===== src/rtl/i2c_codec_responder.sv =====
// i2c_codec_responder: WM8731-style I2C write target that ACKs 3-byte frames and strobes each register write.
module i2c_codec_responder #(
   parameter logic [6:0] DEV_ADDR    = 7'h1A,
   parameter int         SYNC_STAGES = 2
) (
   input  logic       i_clk,
   input  logic       i_rst,
   input  logic       i_sclk,
   input  logic       i_sdat,
   output logic       o_sdat_oe,
   output logic       o_reg_valid,
   output logic [6:0] o_reg_addr,
   output logic [8:0] o_reg_data,
   output logic       o_busy,
   output logic       o_frame_err
);
   typedef enum logic [2:0] {IDLE, ADDR, ACK_A, BYTE1, ACK_1, BYTE2, ACK_2, WAIT_STOP} state_t;
   state_t state;
   logic [SYNC_STAGES:0] scl_q, sda_q;
   logic [7:0] sh, b1, b2, nxt;
   logic [2:0] cnt;
   logic extra, scl_c, scl_p, sda_c, sda_p, rise, fall, start, stop, rx_state, ack_state;
   assign scl_c = scl_q[SYNC_STAGES-1];
   assign scl_p = scl_q[SYNC_STAGES];
   assign sda_c = sda_q[SYNC_STAGES-1];
   assign sda_p = sda_q[SYNC_STAGES];
   assign rise  = !scl_p && scl_c;
   assign fall  = scl_p && !scl_c;
   assign start = scl_p && scl_c && sda_p && !sda_c;
   assign stop  = scl_p && scl_c && !sda_p && sda_c;
   assign rx_state  = state == ADDR || state == BYTE1 || state == BYTE2;
   assign ack_state = state == ACK_A || state == ACK_1 || state == ACK_2;
   assign nxt = {sh[6:0], sda_c};
   // Sync flops reset to the idle-bus level so reset release cannot fake a START/STOP
   always_ff @(posedge i_clk or posedge i_rst) begin
      if (i_rst) begin
         scl_q <= '1;
         sda_q <= '1;
      end else begin
         scl_q <= {scl_q[SYNC_STAGES-1:0], i_sclk};
         sda_q <= {sda_q[SYNC_STAGES-1:0], i_sdat};
      end
   end
   always_ff @(posedge i_clk or posedge i_rst) begin
      if (i_rst) begin
         state       <= IDLE;
         sh          <= '0;
         b1          <= '0;
         b2          <= '0;
         cnt         <= '0;
         extra       <= 1'b0;
         o_sdat_oe   <= 1'b0;
         o_reg_valid <= 1'b0;
         o_reg_addr  <= '0;
         o_reg_data  <= '0;
         o_busy      <= 1'b0;
         o_frame_err <= 1'b0;
      end else begin
         o_reg_valid <= 1'b0;
         o_frame_err <= 1'b0;
         if (start) begin
            state     <= ADDR;
            cnt       <= '0;
            sh        <= '0;
            extra     <= 1'b0;
            o_busy    <= 1'b1;
            o_sdat_oe <= 1'b0;
         end else if (stop) begin
            state     <= IDLE;
            cnt       <= '0;
            o_busy    <= 1'b0;
            o_sdat_oe <= 1'b0;
            if (state == WAIT_STOP && !extra) begin
               o_reg_valid <= 1'b1;
               o_reg_addr  <= b1[7:1];
               o_reg_data  <= {b1[0], b2};
            end else if (state != IDLE)
               o_frame_err <= 1'b1;
         end else if (rise && rx_state) begin
            sh  <= nxt;
            cnt <= cnt + 3'd1;
            if (cnt == 3'd7) begin
               if (state == ADDR) begin
                  state  <= (nxt == {DEV_ADDR, 1'b0}) ? ACK_A : IDLE;
                  o_busy <= nxt == {DEV_ADDR, 1'b0};
               end else if (state == BYTE1) begin
                  b1    <= nxt;
                  state <= ACK_1;
               end else begin
                  b2    <= nxt;
                  state <= ACK_2;
               end
            end
         end else if (rise && state == WAIT_STOP) begin
            // Only a full 8th bit marks an extra byte; the SCL rise ahead of STOP does not
            cnt <= cnt + 3'd1;
            if (cnt == 3'd7)
               extra <= 1'b1;
         end else if (fall && ack_state) begin
            o_sdat_oe <= !o_sdat_oe;
            if (o_sdat_oe)
               state <= (state == ACK_A) ? BYTE1 : (state == ACK_1) ? BYTE2 : WAIT_STOP;
         end
      end
   end
endmodule


===== config.mk =====
export PLATFORM = sky130hd
export DESIGN_NAME = i2c_codec_responder
export DESIGN_NICKNAME = d
export VERILOG_FILES = /design/src/rtl/i2c_codec_responder.sv
export SDC_FILE = /design/constraint.sdc
export NUM_CORES = 1
export LEC_CHECK = 0
export BUFFER_PORTS_ARGS = -buffer_cell sky130_fd_sc_hd__buf_2
export CAP_MARGIN = 40
export CORE_ASPECT_RATIO = 0.8
export CORE_MARGIN = 2
export CORE_UTILIZATION = 57
export DETAILED_ROUTE_END_ITERATION = 8
export PLACE_DENSITY = 0.74
export SKIP_LAST_GASP = 1
export SLEW_MARGIN = 40
export SYNTH_ARGS = -nofsm -noshare
export SYNTH_HDL_FRONTEND = slang
export SYNTH_SLANG_ARGS = --single-unit

===== constraint.sdc =====
create_clock -name i_clk -period 2.2 [get_ports i_clk]
set_input_delay 0.11 -clock i_clk [delete_from_list [all_inputs] [get_ports i_clk]]
set_output_delay 0.11 -clock i_clk [all_outputs]
set_load 0.005 [all_outputs]

* Yosys cells after proc, flatten, opt, wreduce, memory -nomap -nowiden
Index checks and enable logic that the tools add are counted.
** Storage, ports and cells
- Logic and storage cells :: 115
- Register bits :: 56
- Bits of input ports :: 4
** Operators by class
- Bitwise gates (word level) :: 4
- Equal/unequal tests :: 15
- Mux-type cells :: 41
- $add $sub $neg :: 1
- Reduce and logical (&&, ||, !) cells :: 40
** Operators by type and width (count)
- $mux W3 :: 13
- $mux W1 :: 22
- $mux W7 :: 3
- $eq A3 B3 Y1 const B :: 5
- $reduce_bool A3 Y1 :: 5
- $reduce_and A6 Y1 :: 2
- $reduce_bool A4 Y1 :: 3
- $logic_and A1 B1 Y1 :: 11
- $reduce_and A3 Y1 :: 3
- $eq A8 B6 Y1 const B :: 1
- $reduce_and A4 Y1 :: 2
- $eq A3 B2 Y1 const B :: 2
- $logic_not A1 Y1 :: 6
- $mux W2 :: 3
- $ne A3 B3 Y1 const B :: 2
- $reduce_bool A2 Y1 :: 3
- $logic_or A1 B1 Y1 :: 4
- $ne A2 B2 Y1 const B :: 2
- $ne A4 B3 Y1 const B :: 1
- $ne A4 B4 Y1 const B :: 1
- $not A1 Y1 :: 4
- $add A3 B1 Y3 const B :: 1
- $eq A3 B1 Y1 const B :: 1
- $reduce_and A2 Y1 :: 1

* Longest topological paths before layout
- Depth after elaboration :: 9
- Mapped depth :: 6
- Gate-level depth less buffers :: 6

* Worst setup path before layout
Ideal clock, no wire load.
- Kind :: register -> register
- Start :: register cnt[0]
- End :: register state[0]
- Arrival time :: 1.617 ns
- Slack :: 0.458 ns
- Setup time :: 0.125 ns
- Cell stages (with the launch flop) :: 7
- Buffers on the path :: 0
- Path through :: dfrtp_1 ha_1 ha_1 and4b_1 a22o_1 nor2_1 mux2_2
** Between the ends
- Word-level cells in the longest chain between the ends :: 3
** RTL lines
- start: declaration :: RTL line 21 : logic [2:0] cnt;
- start signal: assignment :: RTL line 81 : cnt <= cnt + 3'd1;
- start signal: assignment :: RTL line 96 : cnt <= cnt + 3'd1;
- $eq A3 B3 Y1 :: RTL line 82 : if (cnt == 3'd7) begin
- $ne A4 B3 Y1 (no line)
- $reduce_and A4 Y1 (no line)
- end signal: assignment :: RTL line 84 : state <= (nxt == {DEV_ADDR, 1'b0}) ? ACK_A : IDLE;
- end signal: assignment :: RTL line 102 : state <= (state == ACK_A) ? BYTE1 : (state == ACK_1) ? BYTE2 : WAIT_STOP;
- end: declaration :: RTL line 18 : state_t state;
No other way between the ends.
A chain may end at the register's enable or synchronous reset.

* Final worst setup path
- Start :: register scl_q[1]
- End :: register o_reg_data[8]
** Between the ends
- Word-level cells in the longest chain between the ends :: 5
- Elaborated cells on any way between the ends :: 7
- Classes of those cells :: 1 x bitwise; 6 x reduce/logical
** RTL lines
- start: declaration :: RTL line 19 : logic [SYNC_STAGES:0] scl_q, sda_q;
- start signal: assignment :: RTL line 40 : scl_q <= {scl_q[SYNC_STAGES-1:0], i_sclk};
- $logic_and A1 B1 Y1 (*) :: RTL line 29, 30
- $logic_and A1 B1 Y1 (2 in series) :: RTL line 29 : assign start = scl_p && scl_c && sda_p && !sda_c;
- $not A1 Y1 (no line)
- $reduce_and A3 Y1 (no line) (*)
- end signal: assignment :: RTL line 76 : o_reg_data <= {b1[0], b2};
- end: declaration :: RTL line 13 : output logic [8:0] o_reg_data,
Mark *: on every way between the ends. The rest lies on a longest branch, timed or not.

==> results.py <==
metrics = {
    "status": {
        "status": "complete, no violations",
    },
    "clocking": {
        "cts-root-buf": "clkbuf_8",
        "htree_levels": 2,
        "clock-sinks": 56,
        "cts_tree": "done",
        "cts_buffer_depth": 2,
        "cts_buffers": 5,
        "clock_latency_ns": 0.31,
        "clk_pin_slew_worst_paths_ns": 0.09,
    },
    "critical_path": {
        "rr_endpoint": "o_reg_data[8]",
        "max_stage_delay_ns": 0.68,
        "r2r_setup_slack_ns": 0.34,
        "cp.arrival_ns": 2.05,
        "critPathCapture": "o_reg_data[8]",
        "critPathLaunchType": "flip-flop",
        "cp_cell_sequence": "nand4b_1, nor2b_2, buf_4, mux2_2",
        "r2r-start": "scl_q[1]",
        "crit_slowest_cell": "dfstp_2",
        "end_kind": "flip-flop",
        "critPathMaxFanout": 17,
        "cp.required_ns": 2.40,
        "path_class": "flip-flop to flip-flop",
        "crit_start": "scl_q[1]",
        "rr_worst_depth": 4,
    },
    "die": {
        "rows": 20,
        "coreArea_mm2": 0.003879,
        "die_h_um": 61.37,
        "die_area_mm2": 0.004646,
        "io_pins": 24,
        "initial_core_util_pct": 60.45,
        "die_w_um": 75.71,
    },
    "cells_and_area": {
        "n_antenna_cell": 0,
        "layout-drive-gt1-share_pct": 41.41,
        "layout_commonest_cell": "dfrtp_1",
        "final_cell_mix": "dfrtp_1, mux2_2, buf_2",
        "area_growth_pct": 12.65,
        "final_nets": 203,
    },
    "yosys": {
        "synth_top_area_share_pct": 53.36,
        "syn_avg_cell_area_um2": 14.04,
        "synth_cell_types": 40,
        "seq_area_frac_synth_pct": 60.09,
        "yosysWarnings": 0,
        "syn_area_mm2": 0.002345,
        "synthCells": 167,
        "yosys-top-cells-area": "dfrtp_1, mux2_2, dfstp_2",
        "async_flop_share_pct": 100.0,
        "synth-edff-count": 0,
        "synth_flop_cell": "dfrtp_1",
        "synth_fp_nets": 173,
        "ys_ff_latch": 56,
        "netlist.top_cell.by_area": "dfrtp_1",
    },
    "power": {
        "leakage_nw": 1.344,
        "p_clk_share_pct": 31.7,
        "powerDensity_mw_per_mm2": 787.0,
        "p_switching_mw": 0.5342,
        "peakVddDrop_v": 0.0005161,
        "pwr-share-comb_pct": 9.7,
        "p_int_mw": 1.544,
        "seqPwrFrac_pct": 58.6,
        "switching_share_pct": 25.70,
    },
    "grt": {
        "grt_pass1_vias": 1281,
        "overflow": 0,
        "grtUsageTotal_pct": 18.92,
        "grt_pass1_wl_mm": 6.368,
        "grt_max_degree": 39,
        "antenna_found_initial": 0,
    },
    "detailed_routing": {
        "first_pass_iters": 4,
        "ant_nets": 0,
        "drtIter0Drc": 88,
        "drc_errors": 0,
        "detail_route.wirelength_mm": 3.682,
        "wl_per_cell_um": 14.55,
        "viasPerCell": 5.328,
        "vias": 1348,
    },
    "placement": {
        "io_buffers": 23,
        "place_congestion": 0.9778,
        "dp_hpwl_mm": 2.660,
    },
    "timing": {
        "setup_viol": 0,
        "fmax_ghz": 0.5384,
        "fin_crit_ns": 1.857,
        "drv_slew": 0,
        "hold_violations": 0,
        "final.setup_skew_ns": 0.003695,
        "rsz0062_at_grt": "false",
        "setup-tns-final_ns": 0,
        "maxSlewHeadroom_pct": 69.21,
        "worstMarginPinSlew_ns": 0.4618,
        "period_share_pct": 84.42,
        "fin_hold_ws_ns": 0.3584,
    },
    "min_path": {
        "hp-class": "input port to asynchronous set/reset pin",
    },
    "job": {
        "max_cap_viol_count": 0,
    },
}
==> flip-flops by register name (all words and copies together) (netlist names) <==
signal       flops
b2               8
o_busy           1
sda_q            3
sh               7
o_reg_valid      1
b1               8
state            3
extra            1
o_reg_addr       7
o_frame_err      1
cnt              3
o_reg_data       9
o_sdat_oe        1
scl_q            3
==> repair_timing <==
action / in CTS / in global routing
hold endpoints to repair: 52 / 0
gates resized for setup: 0 / 0
buffers inserted: 0 / 0
hold buffers: 3 / 0
==> stage by stage <==
stage,worst slack (ns),util (%),cells,instance area (µm²),total power [mW]
after floorplan,0.4584,-,167,2345,1.366
after global placement,0.3998,64.45,242,2500,1.417
after detailed placement,0.3530,64.45,242,2500,1.435
after CTS,0.3380,68.10,253,2641,2.093
after global routing,0.2513,68.10,253,2641,2.179
final,0.3428,68.10,253,2641,2.079
==> cell usage after synthesis (2+ instances only) <==
cell type,number
o211ai_1,2
nor2b_1,2
mux2_4,9
xor2_1,3
ha_1,2
mux2_2,24
mux2i_1,2
dfrtp_1,50
nand4b_1,2
nor2_1,10
inv_1,2
nand2_1,14
buf_2,4
a21oi_1,3
o21ai_0,7
nand3_1,2
dfstp_2,6
==> power groups by stage <==
stage          Clock [mW]  Sequential, mW  Combinational, mW
2_1_floorplan           0            1.19              0.179
3_3_place_gp            0            1.23              0.189
3_5_place_dp            0            1.24              0.199
4_1_cts             0.673            1.22              0.204
5_1_grt             0.717            1.23              0.230
6_report            0.660            1.22              0.201
==> routing by layer <==
| layer | track usage, % | part of all wire (%) | wire (µm) | vias to the layer above |
|---|---|---|---|---|
| met5 | 0 | 0 | 0 | - |
| met4 | 6.266 | 1.2 | 46 | 0 |
| met3 | 5.237 | 5.1 | 186 | 6 |
| met2 | 26.83 | 44 | 1625 | 38 |
| met1 | 28.46 | 50 | 1823 | 657 |
| li1 | - | - | - | 647 |
==> cell type report <==
| class | count | area, µm² |
|---|---|---|
| flip-flops and latches | 56 | 1409 |
| fillers | 286 | 1237 |
| repair buffers | 30 | 175.2 |
| clock inverters | 3 | 42.54 |
| clock buffers | 5 | 68.82 |
| well taps | 55 | 68.82 |
| multi-input cells | 102 | 869.6 |
| inverters | 2 | 7.507 |
==> how the worst min path moves through the flow <==
stage | cells past startpoint | start | to
global route | 0 | sda_q[0] | sda_q[1]
finish | 4 | i_rst | o_busy
CTS | 4 | i_rst | o_reg_data[8]
global placement | 3 | i_rst | o_reg_data[8]
detailed placement | 3 | i_rst | o_reg_data[8]
floorplan | 0 | i_sclk | scl_q[0]
==> cell families (layout without fill, tap and decap cells) <==
family | count (synthesis) | count (layout) | share of synthesized area, %
xor gates and xnor gates | 3 | 3 | 1.121
adders and majority gates | 2 | 2 | 1.067
and+or+nand+nor | 45 | 45 | 12.01
AOI/OAI and AO/OA | 16 | 16 | 4.269
DFF | 56 | 56 | 60.09
muxes | 36 | 36 | 18.62
buffers and inverters | 9 | 40 | 2.828
==> worst max-delay path, delay by kind of cell, from the launching register on <==
family | cells | cell delay (ns)
buf+inv | 1 | 0.28
simple gates | 2 | 0.41
mux | 1 | 0.38
flops | 1 | 0.68
(Power assumes the default switching activity.)
